**src/rtl/avalon_spi_bridge.sv**
```systemverilog
// Avalon-MM slave that drives a simple SPI engine.
// The bridge starts one SPI word transfer per TXDATA write and collects
// the received words in a small RX FIFO. It provides status flags and a
// level interrupt.
module avalon_spi_bridge #(
  parameter int DATA_W   = 32,
  parameter int ADDR_W   = 8,
  parameter int RX_DEPTH = 8
) (
  input  logic              clk,
  input  logic              reset,
  // Avalon-MM slave
  input  logic              chip_select,
  input  logic [ADDR_W-1:0] address,
  input  logic              read,
  input  logic              write,
  input  logic [DATA_W-1:0] write_data,
  output logic [DATA_W-1:0] read_data,
  output logic              wait_request,
  output logic              irq,
  // SPI core side
  output logic              go_transfer,
  output logic [DATA_W-1:0] data_write_to_spi,
  output logic              spi_cs,
  input  logic              spi_done,
  input  logic [DATA_W-1:0] data_read_from_spi
);

  localparam int PTR_W = $clog2(RX_DEPTH);
  localparam int CNT_W = PTR_W + 1;

  localparam logic [ADDR_W-1:0] REG_CONTROL = ADDR_W'(0);
  localparam logic [ADDR_W-1:0] REG_STATUS  = ADDR_W'(1);
  localparam logic [ADDR_W-1:0] REG_TXDATA  = ADDR_W'(2);
  localparam logic [ADDR_W-1:0] REG_RXDATA  = ADDR_W'(3);
  localparam logic [ADDR_W-1:0] REG_RXLEVEL = ADDR_W'(4);

  localparam logic [1:0] MODE_WRITE = 2'b00;
  localparam logic [1:0] MODE_READ  = 2'b01;

  typedef enum logic [1:0] {
    ST_IDLE,
    ST_START,
    ST_WAIT,
    ST_CAPTURE
  } state_t;

  state_t state;

  // Register fields
  logic       ctrl_cs;
  logic [1:0] ctrl_mode;
  logic       ctrl_irq_en;
  logic       ctrl_flush;
  logic       st_ovf;
  logic       st_done;

  // Transfer context
  logic [1:0]        xfer_mode;
  logic [DATA_W-1:0] rx_word;

  // RX FIFO
  logic [DATA_W-1:0] fifo_mem [RX_DEPTH];
  logic [PTR_W-1:0]  wr_ptr;
  logic [PTR_W-1:0]  rd_ptr;
  logic [CNT_W-1:0]  fifo_count;
  logic              fifo_empty;
  logic              fifo_full;
  logic              push_req;
  logic              pop_req;
  logic              push_eff;
  logic              pop_eff;
  logic              overflow;

  // Avalon access decode
  logic              wr_en;
  logic              rd_req;
  logic              rd_phase;
  logic              rd_first;
  logic              rd_done;
  logic              rd_pop_pending;
  logic              rd_clr_done;
  logic              hit_control;
  logic              hit_status;
  logic              hit_txdata;
  logic              hit_rxdata;
  logic              hit_rxlevel;
  logic              busy;
  logic              tx_accept;
  logic [DATA_W-1:0] rd_mux;

  assign wr_en       = chip_select & write;
  assign rd_req      = chip_select & read;
  assign rd_first    = rd_req & ~rd_phase;
  assign rd_done     = rd_req & rd_phase;
  assign wait_request = rd_first;

  assign hit_control = (address == REG_CONTROL);
  assign hit_status  = (address == REG_STATUS);
  assign hit_txdata  = (address == REG_TXDATA);
  assign hit_rxdata  = (address == REG_RXDATA);
  assign hit_rxlevel = (address == REG_RXLEVEL);

  assign busy       = (state != ST_IDLE);
  assign tx_accept  = wr_en & hit_txdata & ~busy;
  assign spi_cs     = ctrl_cs;

  assign fifo_empty = (fifo_count == '0);
  assign fifo_full  = (fifo_count == CNT_W'(RX_DEPTH));

  // A pop only happens when a completed RXDATA read saw data in its first cycle.
  assign push_req = (state == ST_CAPTURE) & (xfer_mode != MODE_WRITE);
  assign pop_req  = rd_done & rd_pop_pending;
  assign pop_eff  = pop_req & ~fifo_empty;
  assign push_eff = push_req & (~fifo_full | pop_eff);
  assign overflow = push_req & fifo_full & ~pop_eff;

  // Read-data multiplexer; undefined addresses and bits read as zero.
  always_comb begin
    // NOTE: default assignment first so no path leaves rd_mux unassigned (no latch).
    rd_mux = '0;
    if (hit_control) begin
      rd_mux[4:0] = {ctrl_flush, ctrl_irq_en, ctrl_mode, ctrl_cs};
    end else if (hit_status) begin
      rd_mux[4:0] = {st_done, st_ovf, fifo_full, fifo_empty, busy};
    end else if (hit_rxdata) begin
      if (!fifo_empty) rd_mux = fifo_mem[rd_ptr];
    end else if (hit_rxlevel) begin
      rd_mux = DATA_W'(fifo_count);
    end
  end

  // Two-cycle read: capture data and side-effect intent in cycle 1, complete in cycle 2.
  always_ff @(posedge clk or posedge reset) begin
    // NOTE: sequential state uses non-blocking assignments only, so every block sees pre-edge values.
    if (reset) begin
      read_data      <= '0;
      rd_phase       <= 1'b0;
      rd_pop_pending <= 1'b0;
      rd_clr_done    <= 1'b0;
    end else if (rd_first) begin
      read_data      <= rd_mux;
      rd_phase       <= 1'b1;
      rd_pop_pending <= hit_rxdata & ~fifo_empty;
      rd_clr_done    <= hit_status & st_done;
    end else begin
      rd_phase       <= 1'b0;
      rd_pop_pending <= 1'b0;
      rd_clr_done    <= 1'b0;
    end
  end

  // CONTROL register; FLUSH is a one-cycle strobe.
  always_ff @(posedge clk or posedge reset) begin
    if (reset) begin
      ctrl_cs     <= 1'b0;
      ctrl_mode   <= 2'b00;
      ctrl_irq_en <= 1'b0;
      ctrl_flush  <= 1'b0;
    end else if (wr_en && hit_control) begin
      ctrl_cs     <= write_data[0];
      ctrl_mode   <= write_data[2:1];
      ctrl_irq_en <= write_data[3];
      ctrl_flush  <= write_data[4];
    end else begin
      ctrl_flush  <= 1'b0;
    end
  end

  // Sticky status flags. A new event wins over a clear in the same cycle.
  always_ff @(posedge clk or posedge reset) begin
    if (reset) begin
      st_ovf  <= 1'b0;
      st_done <= 1'b0;
    end else begin
      if (ctrl_flush) begin
        st_ovf <= 1'b0;
      end else if (overflow) begin
        st_ovf <= 1'b1;
      end else if (wr_en && hit_status && write_data[3]) begin
        st_ovf <= 1'b0;
      end

      if (state == ST_CAPTURE) begin
        st_done <= 1'b1;
      end else if ((wr_en && hit_txdata) || (rd_done && rd_clr_done)) begin
        st_done <= 1'b0;
      end
    end
  end

  // Transfer FSM with registered go pulse and transmit word.
  always_ff @(posedge clk or posedge reset) begin
    if (reset) begin
      state             <= ST_IDLE;
      go_transfer       <= 1'b0;
      data_write_to_spi <= '0;
      xfer_mode         <= MODE_WRITE;
      rx_word           <= '0;
    end else begin
      go_transfer <= 1'b0;
      case (state)
        ST_IDLE: begin
          if (tx_accept) begin
            state             <= ST_START;
            go_transfer       <= 1'b1;
            data_write_to_spi <= (ctrl_mode == MODE_READ) ? '0 : write_data;
            xfer_mode         <= ctrl_mode;
          end
        end
        ST_START: state <= ST_WAIT;
        ST_WAIT: begin
          if (spi_done) begin
            rx_word <= data_read_from_spi;
            state   <= ST_CAPTURE;
          end
        end
        ST_CAPTURE: state <= ST_IDLE;
        default:    state <= ST_IDLE;
      endcase
    end
  end

  // RX FIFO pointers and level; flush overrides any concurrent push or pop.
  always_ff @(posedge clk or posedge reset) begin
    if (reset) begin
      wr_ptr     <= '0;
      rd_ptr     <= '0;
      fifo_count <= '0;
    end else if (ctrl_flush) begin
      wr_ptr     <= '0;
      rd_ptr     <= '0;
      fifo_count <= '0;
    end else begin
      if (push_eff) wr_ptr <= wr_ptr + 1'b1;
      if (pop_eff)  rd_ptr <= rd_ptr + 1'b1;
      fifo_count <= fifo_count + CNT_W'(push_eff) - CNT_W'(pop_eff);
    end
  end

  // RX FIFO storage.
  always_ff @(posedge clk) begin
    // NOTE: storage is not reset; the level counter alone decides which entries are valid.
    if (push_eff && !ctrl_flush) fifo_mem[wr_ptr] <= rx_word;
  end

  // Registered level interrupt.
  always_ff @(posedge clk or posedge reset) begin
    if (reset) begin
      irq <= 1'b0;
    end else begin
      irq <= ctrl_irq_en & (st_done | ~fifo_empty | st_ovf);
    end
  end

endmodule

```
**config.mk**
```make
export PLATFORM = sky130hd
export DESIGN_NAME = avalon_spi_bridge
export DESIGN_NICKNAME = d
export VERILOG_FILES = /design/src/rtl/avalon_spi_bridge.sv
export SDC_FILE = /design/constraint.sdc
export NUM_CORES = 1
export LEC_CHECK = 0
export BUFFER_PORTS_ARGS = -buffer_cell sky130_fd_sc_hd__buf_2
export CAP_MARGIN = 5
export CORE_ASPECT_RATIO = 0.9
export CORE_UTILIZATION = 60
export CTS_CLUSTER_SIZE = 20
export DETAILED_ROUTE_END_ITERATION = 6
export GPL_TIMING_DRIVEN = 0
export PLACE_DENSITY = 0.85
export SLEW_MARGIN = 5
export SYNTH_ARGS = -nofsm -noshare
export SYNTH_HDL_FRONTEND = slang
export SYNTH_SLANG_ARGS = --single-unit
```
**constraint.sdc**
```tcl
create_clock -name clk -period 10.4 [get_ports clk]
set_input_delay 0.52 -clock clk [delete_from_list [all_inputs] [get_ports clk]]
set_output_delay 0.52 -clock clk [all_outputs]
set_load 0.01 [all_outputs]
```
# == After elaboration in Yosys (flattened, before gate mapping) ==
# Memories as Yosys holds them, arrays and structs flattened.
# Index checks and enable logic that the tools add are counted.
# op_classes
add_sub_neg,4
n_eq_ne,11
n_mux,29
n_bitwise,23
n_reduce_logical,20
# op_table
op,count
two-way mux 32 bit,3
two-way mux 27 bit,2
"== test 8 x 2 -> 1 bit, second input constant",2
bitwise AND 1 bit,15
two-way mux 1 bit,13
two-way mux 3 bit,4
two-way mux 5 bit,2
nonzero test 2 bit,5
"== test 8 x 1 -> 1 bit, second input constant",1
"== test 8 x 3 -> 1 bit, second input constant",1
zero test 8 bit,1
two-way mux 4 bit,2
case mux 2 bit (4 select lines),1
"adder 3 x 1 -> 3 bit, second input constant",2
logical AND 1 bit,6
AND reduction 2 bit,3
NOT 1 bit,5
adder 4 x 1 -> 4 bit,1
"== test 2 x 1 -> 1 bit, second input constant",2
"== test 2 bit, second input constant",2
"== test 4 bit, second input constant",1
zero test 4 bit,1
two-way mux 2 bit,2
"!= test 2 bit, second input constant",2
6 further kinds,8
# word_totals
register_bits,122
mem_bits_rw,256
input_bits,78
output_inout_bits,68
elab_cells,107
mem_count,1
# mem_list
memory,words,word_bits,read_ports,rd_ports_with_merged_regs,write_ports,line_no,rtl
fifo_mem,8,32,1,0,1,63,logic [DATA_W-1:0] fifo_mem [RX_DEPTH];

# == Depth between registers and ports, before layout ==
# depth
ltp_word,9
depth_mapped,12
mapped_depth_nobuf,11

# == Worst setup path after synthesis ==
# No wires, ideal clock.
# synth_timing
path_type,reg2reg
from,register fifo_count[2]
to,"memory fifo_mem[0][0], enable pin"
setup_time_ns,0.513
arrival_ns,4.612
t_required_ns,9.887
path_slack_ns,5.275
path_stages_with_launch,8
n_path_buf,1
period_less_slack_ns,5.125
path_cell_list,dfrtp_1 > inv_1 > ha_1 > or3b_2 > clkbuf_1 > a21o_1 > nand2_1 > nor4b_1
# synth_via
elab_chain_len,8
word_cells_on_any_way,10
classes_between,1 x eq/ne; 2 x mux; 5 x bitwise; 2 x reduce/logical
# synth_rtl
item,line_no,rtl
"start, declared",66,logic [CNT_W-1:0] fifo_count;
"start signal, assigned",237,fifo_count <= fifo_count + CNT_W'(push_eff) - CNT_W'(pop_eff);
zero test 4 bit,108,assign fifo_empty = (fifo_count == '0);
NOT 1 bit,114,assign pop_eff = pop_req & ~fifo_empty;
bitwise AND 1 bit,114,
OR 1 bit (*),115,assign push_eff = push_req & (~fifo_full | pop_eff);
bitwise AND 1 bit (*),115,
logical AND 1 bit (*),244,if (push_eff && !ctrl_flush) fifo_mem[wr_ptr] <= rx_word;
two-way mux 1 bit (*),244,
two-way mux 1 bit (implied by the code) (*),244,
"end, declared",63,
# Every way passes the cells marked *; elsewhere a longest branch is shown, timed or not.

# == Worst setup path after layout ==
# layout_timing
from,register fifo_count[2]
to,"memory fifo_mem[2][18], enable pin"
# The elaborated chain is that of the path after synthesis.

==> flow_metrics.py <==
metrics = {
    "timing": {
        "timing.slew.headroom_pct": 33.6,
        "finalHoldViolations": 0,
        "rsz0062_at_grt": "false",
        "setup_tns_ns": 0,
        "finalCritPeriodShare_pct": 33.3,
        "finClkSkew_ns": 0.0155,
        "tightest_slew_ns": 0.996,
        "whs_ns": 0.0478,
        "finalSetupViolations": 0,
        "period_minus_slack_ns": 3.46,
        "max_freq_mhz": 289,
        "slew_violations": 0,
    },
    "yosys": {
        "synth_nets": 925,
        "ys_seq_elements": 378,
        "syn_area_um2": 14700,
        "synth_edf_count": 256,
        "yosysUniqueCellTypes": 50,
        "syn_area_per_cell_um2": 17.6,
        "ys_top_cells_by_area": "edfxtp_1 52%, dfrtp_1 21%, mux4_2 9.8%",
        "yosysMostFrequentCell": "edfxtp_1",
        "ys_async_sr_fraction_pct": 32.3,
        "seq_area_frac_synth_pct": 73.2,
        "ys.flop_type": "edfxtp_1",
        "ys_top_cells_by_count": "256 x edfxtp_1, 122 x dfrtp_1, 99 x nand2_1",
        "synth.top_cell.area_share_pct": 52.4,
        "synthesis.instances": 835,
        "yosys_warnings": 0,
        "yosysTopAreaCell": "edfxtp_1",
    },
    "critical_path": {
        "cp-start-kind": "flip-flop",
        "rr_endpoint": "fifo_mem[2][18]$_DFFE_PP_",
        "worstPathRequired_ns": 10.63,
        "r2r-start": "fifo_count[2]$_DFF_PP0_",
        "path_class": "flip-flop to flip-flop",
        "reg2reg_slack_ns": 6.94,
        "cp_data_arrival_time_ns": 3.69,
        "cp-end-kind": "flip-flop",
        "path_max_fanout": 8,
        "reg2reg_depth": 11,
    },
    "drt": {
        "detail-route-antenna-nets": 0,
        "drc_errors": 0,
        "first_iter_violations": 1004,
        "vias": 8396,
        "routed_wl_mm": 32.7,
        "vias_per_cell": 6.11,
        "wl_per_cell_um": 23.8,
        "first_pass_iters": 5,
    },
    "finish": {
        "drive_above_1_share_pct": 34.3,
        "seqCellArea_um2": 10700,
        "diodes": 0,
        "fillers": 1396,
        "stdcell_area_um2": 17300,
        "nets": 1136,
        "area_growth_pct": 18.3,
        "multi_input_area_um2": 3720,
    },
    "global_route": {
        "grt_usage_pct": 27.2,
        "antenna_found_initial": 0,
        "grt_pass1_vias": 8604,
        "grt_first_pass_wirelength_mm": 49.9,
        "globalRoute.totalOverflow": 0,
        "grt_max_degree": 75,
    },
    "power_and_ir_drop": {
        "power-per-cell-area_nw_per_um2": 207,
        "peakVddDrop_uv": 176,
        "p_leak_nw": 6.67,
    },
    "floorplanning": {
        "rows": 53,
        "die_w_um": 167,
        "die-height_um": 150,
        "start_util_pct": 61.9,
        "dieArea_um2": 25100,
        "pin_count": 146,
        "core-area_um2": 23700,
    },
    "status": {
        "status": "finished, final reports clean",
    },
    "clock_tree": {
        "clock_latency_ns": 0.53,
        "cts_buffer_depth": 3,
        "clock-sinks": 378,
        "cts_resized": 0,
        "cts_root_buf": "clkbuf_16",
        "cts_tree": "yes",
        "numCtsBuffers": 37,
        "clk_pin_slew_ns": 0.06,
        "holdBufCountCts": 0,
        "htreeDepth": 2,
        "post-cts-setup-buffer-count": 0,
    },
    "flow_run": {
        "drv_cap": 0,
    },
    "placed_design": {
        "place.gp.congestion": 0.837,
        "hpwl_mm": 21.4,
        "placed_area_um2": 16100,
        "port_buffers": 144,
    },
    "min_path": {
        "min_path_type": "input pin to asynchronous set/reset pin",
    },
}
==> routing by layer <==
metal | wire length (µm) | up-vias | GRT usage, %
met5 | 0 | - | 0
met1 | 12800 | 4289 | 35.4
met3 | 2270 | 69 | 4.39
met4 | 975 | 0 | 10.6
li1 | - | 3627 | -
met2 | 16600 | 411 | 46.8
==> where the power goes <==
group | switching [W] | internal (W)
sequential | 0.000168 | 0.00184
clock | 0.000548 | 0.000808
combinational | 0.000106 | 0.000116
total | 0.000822 | 0.00277
==> cell families (layout without fill, tap and decap cells) <==
kind of cell	after synthesis	count (layout)	share of synthesized area (%)
DFF	378	378	73.2
and+or+nand+nor	156	156	4.83
muxes	138	138	15.3
AOI/OAI and AO/OA	92	92	3.57
buffers and inverters	55	292	1.75
adders and majority gates	12	12	1.08
xor gates and xnor gates	4	4	0.239
==> final cells by class <==
type	count	share of cell area, %
Timing Repair Buffer	172	5.87
Clock buffer	46	5.76
Clock inverter	19	1.32
Multi-Input combinational cell	402	21.4
Sequential cell	378	61.9
Tap cell	302	2.18
Buffer	42	1.20
Inverter	13	0.310
==> worst max path at each step <==
stage | start | endpoint
floorplan | fifo_count[2]$_DFF_PP0_ | fifo_mem[0][0]$_DFFE_PP_
finish | fifo_count[2]$_DFF_PP0_ | fifo_mem[2][18]$_DFFE_PP_
CTS | fifo_count[2]$_DFF_PP0_ | fifo_mem[2][18]$_DFFE_PP_
detailed placement | fifo_count[2]$_DFF_PP0_ | fifo_mem[2][21]$_DFFE_PP_
global route | fifo_count[2]$_DFF_PP0_ | fifo_mem[2][18]$_DFFE_PP_
global placement | fifo_count[2]$_DFF_PP0_ | fifo_mem[0][21]$_DFFE_PP_
==> sequential cells by signal, summed over array words and instances, names as in the netlist <==
register and cells:
rd_phase 1, state 2, st_ovf 1, fifo_mem 256
data_write_to_spi 32, wr_ptr 3, rx_word 32, ctrl_flush 1
rd_clr_done 1, go_transfer 1, xfer_mode 2, read_data 32
st_done 1, fifo_count 4, rd_ptr 3, irq 1
ctrl_mode 2, rd_pop_pending 1, ctrl_irq_en 1, spi_cs 1
==> through the flow <==
stage	power (W)	util [%]	worst slack, ns	instances
after floorplan	0.00212	-	5.28	835
after global placement	0.00221	66.6	2.26	1281
after detailed placement	0.00226	68.1	6.99	1309
after CTS	0.00359	73.3	6.96	1374
after global routing	0.00369	73.3	6.80	1374
final	0.00359	73.3	6.94	1374
==> layout by cell type, fill, tap and decap left out, types with 8 or more instances in the layout <==
cell       instances
clkbuf_1          29
clkbuf_16         37
buf_4             18
buf_2            148
inv_1             11
mux4_2            64
ha_1              11
edfxtp_1         256
buf_6             15
mux2i_1           31
a21oi_1            8
nor2_1            17
mux2_2            41
dfrtp_1          122
o21ai_0           63
nand2_1           99
==> worst max-delay path, cell delays in order, from the launching register on <==
cell      delay [ns]
dfrtp_1         0.37
inv_1           0.09
ha_1            0.20
or3b_2          0.18
clkbuf_1        0.30
a21o_1          0.22
nand3_1         0.30
nor4_2          0.77
buf_6           0.25
buf_4           0.19
buf_6           0.15
buf_6           0.14
(Power assumes the default switching activity.)
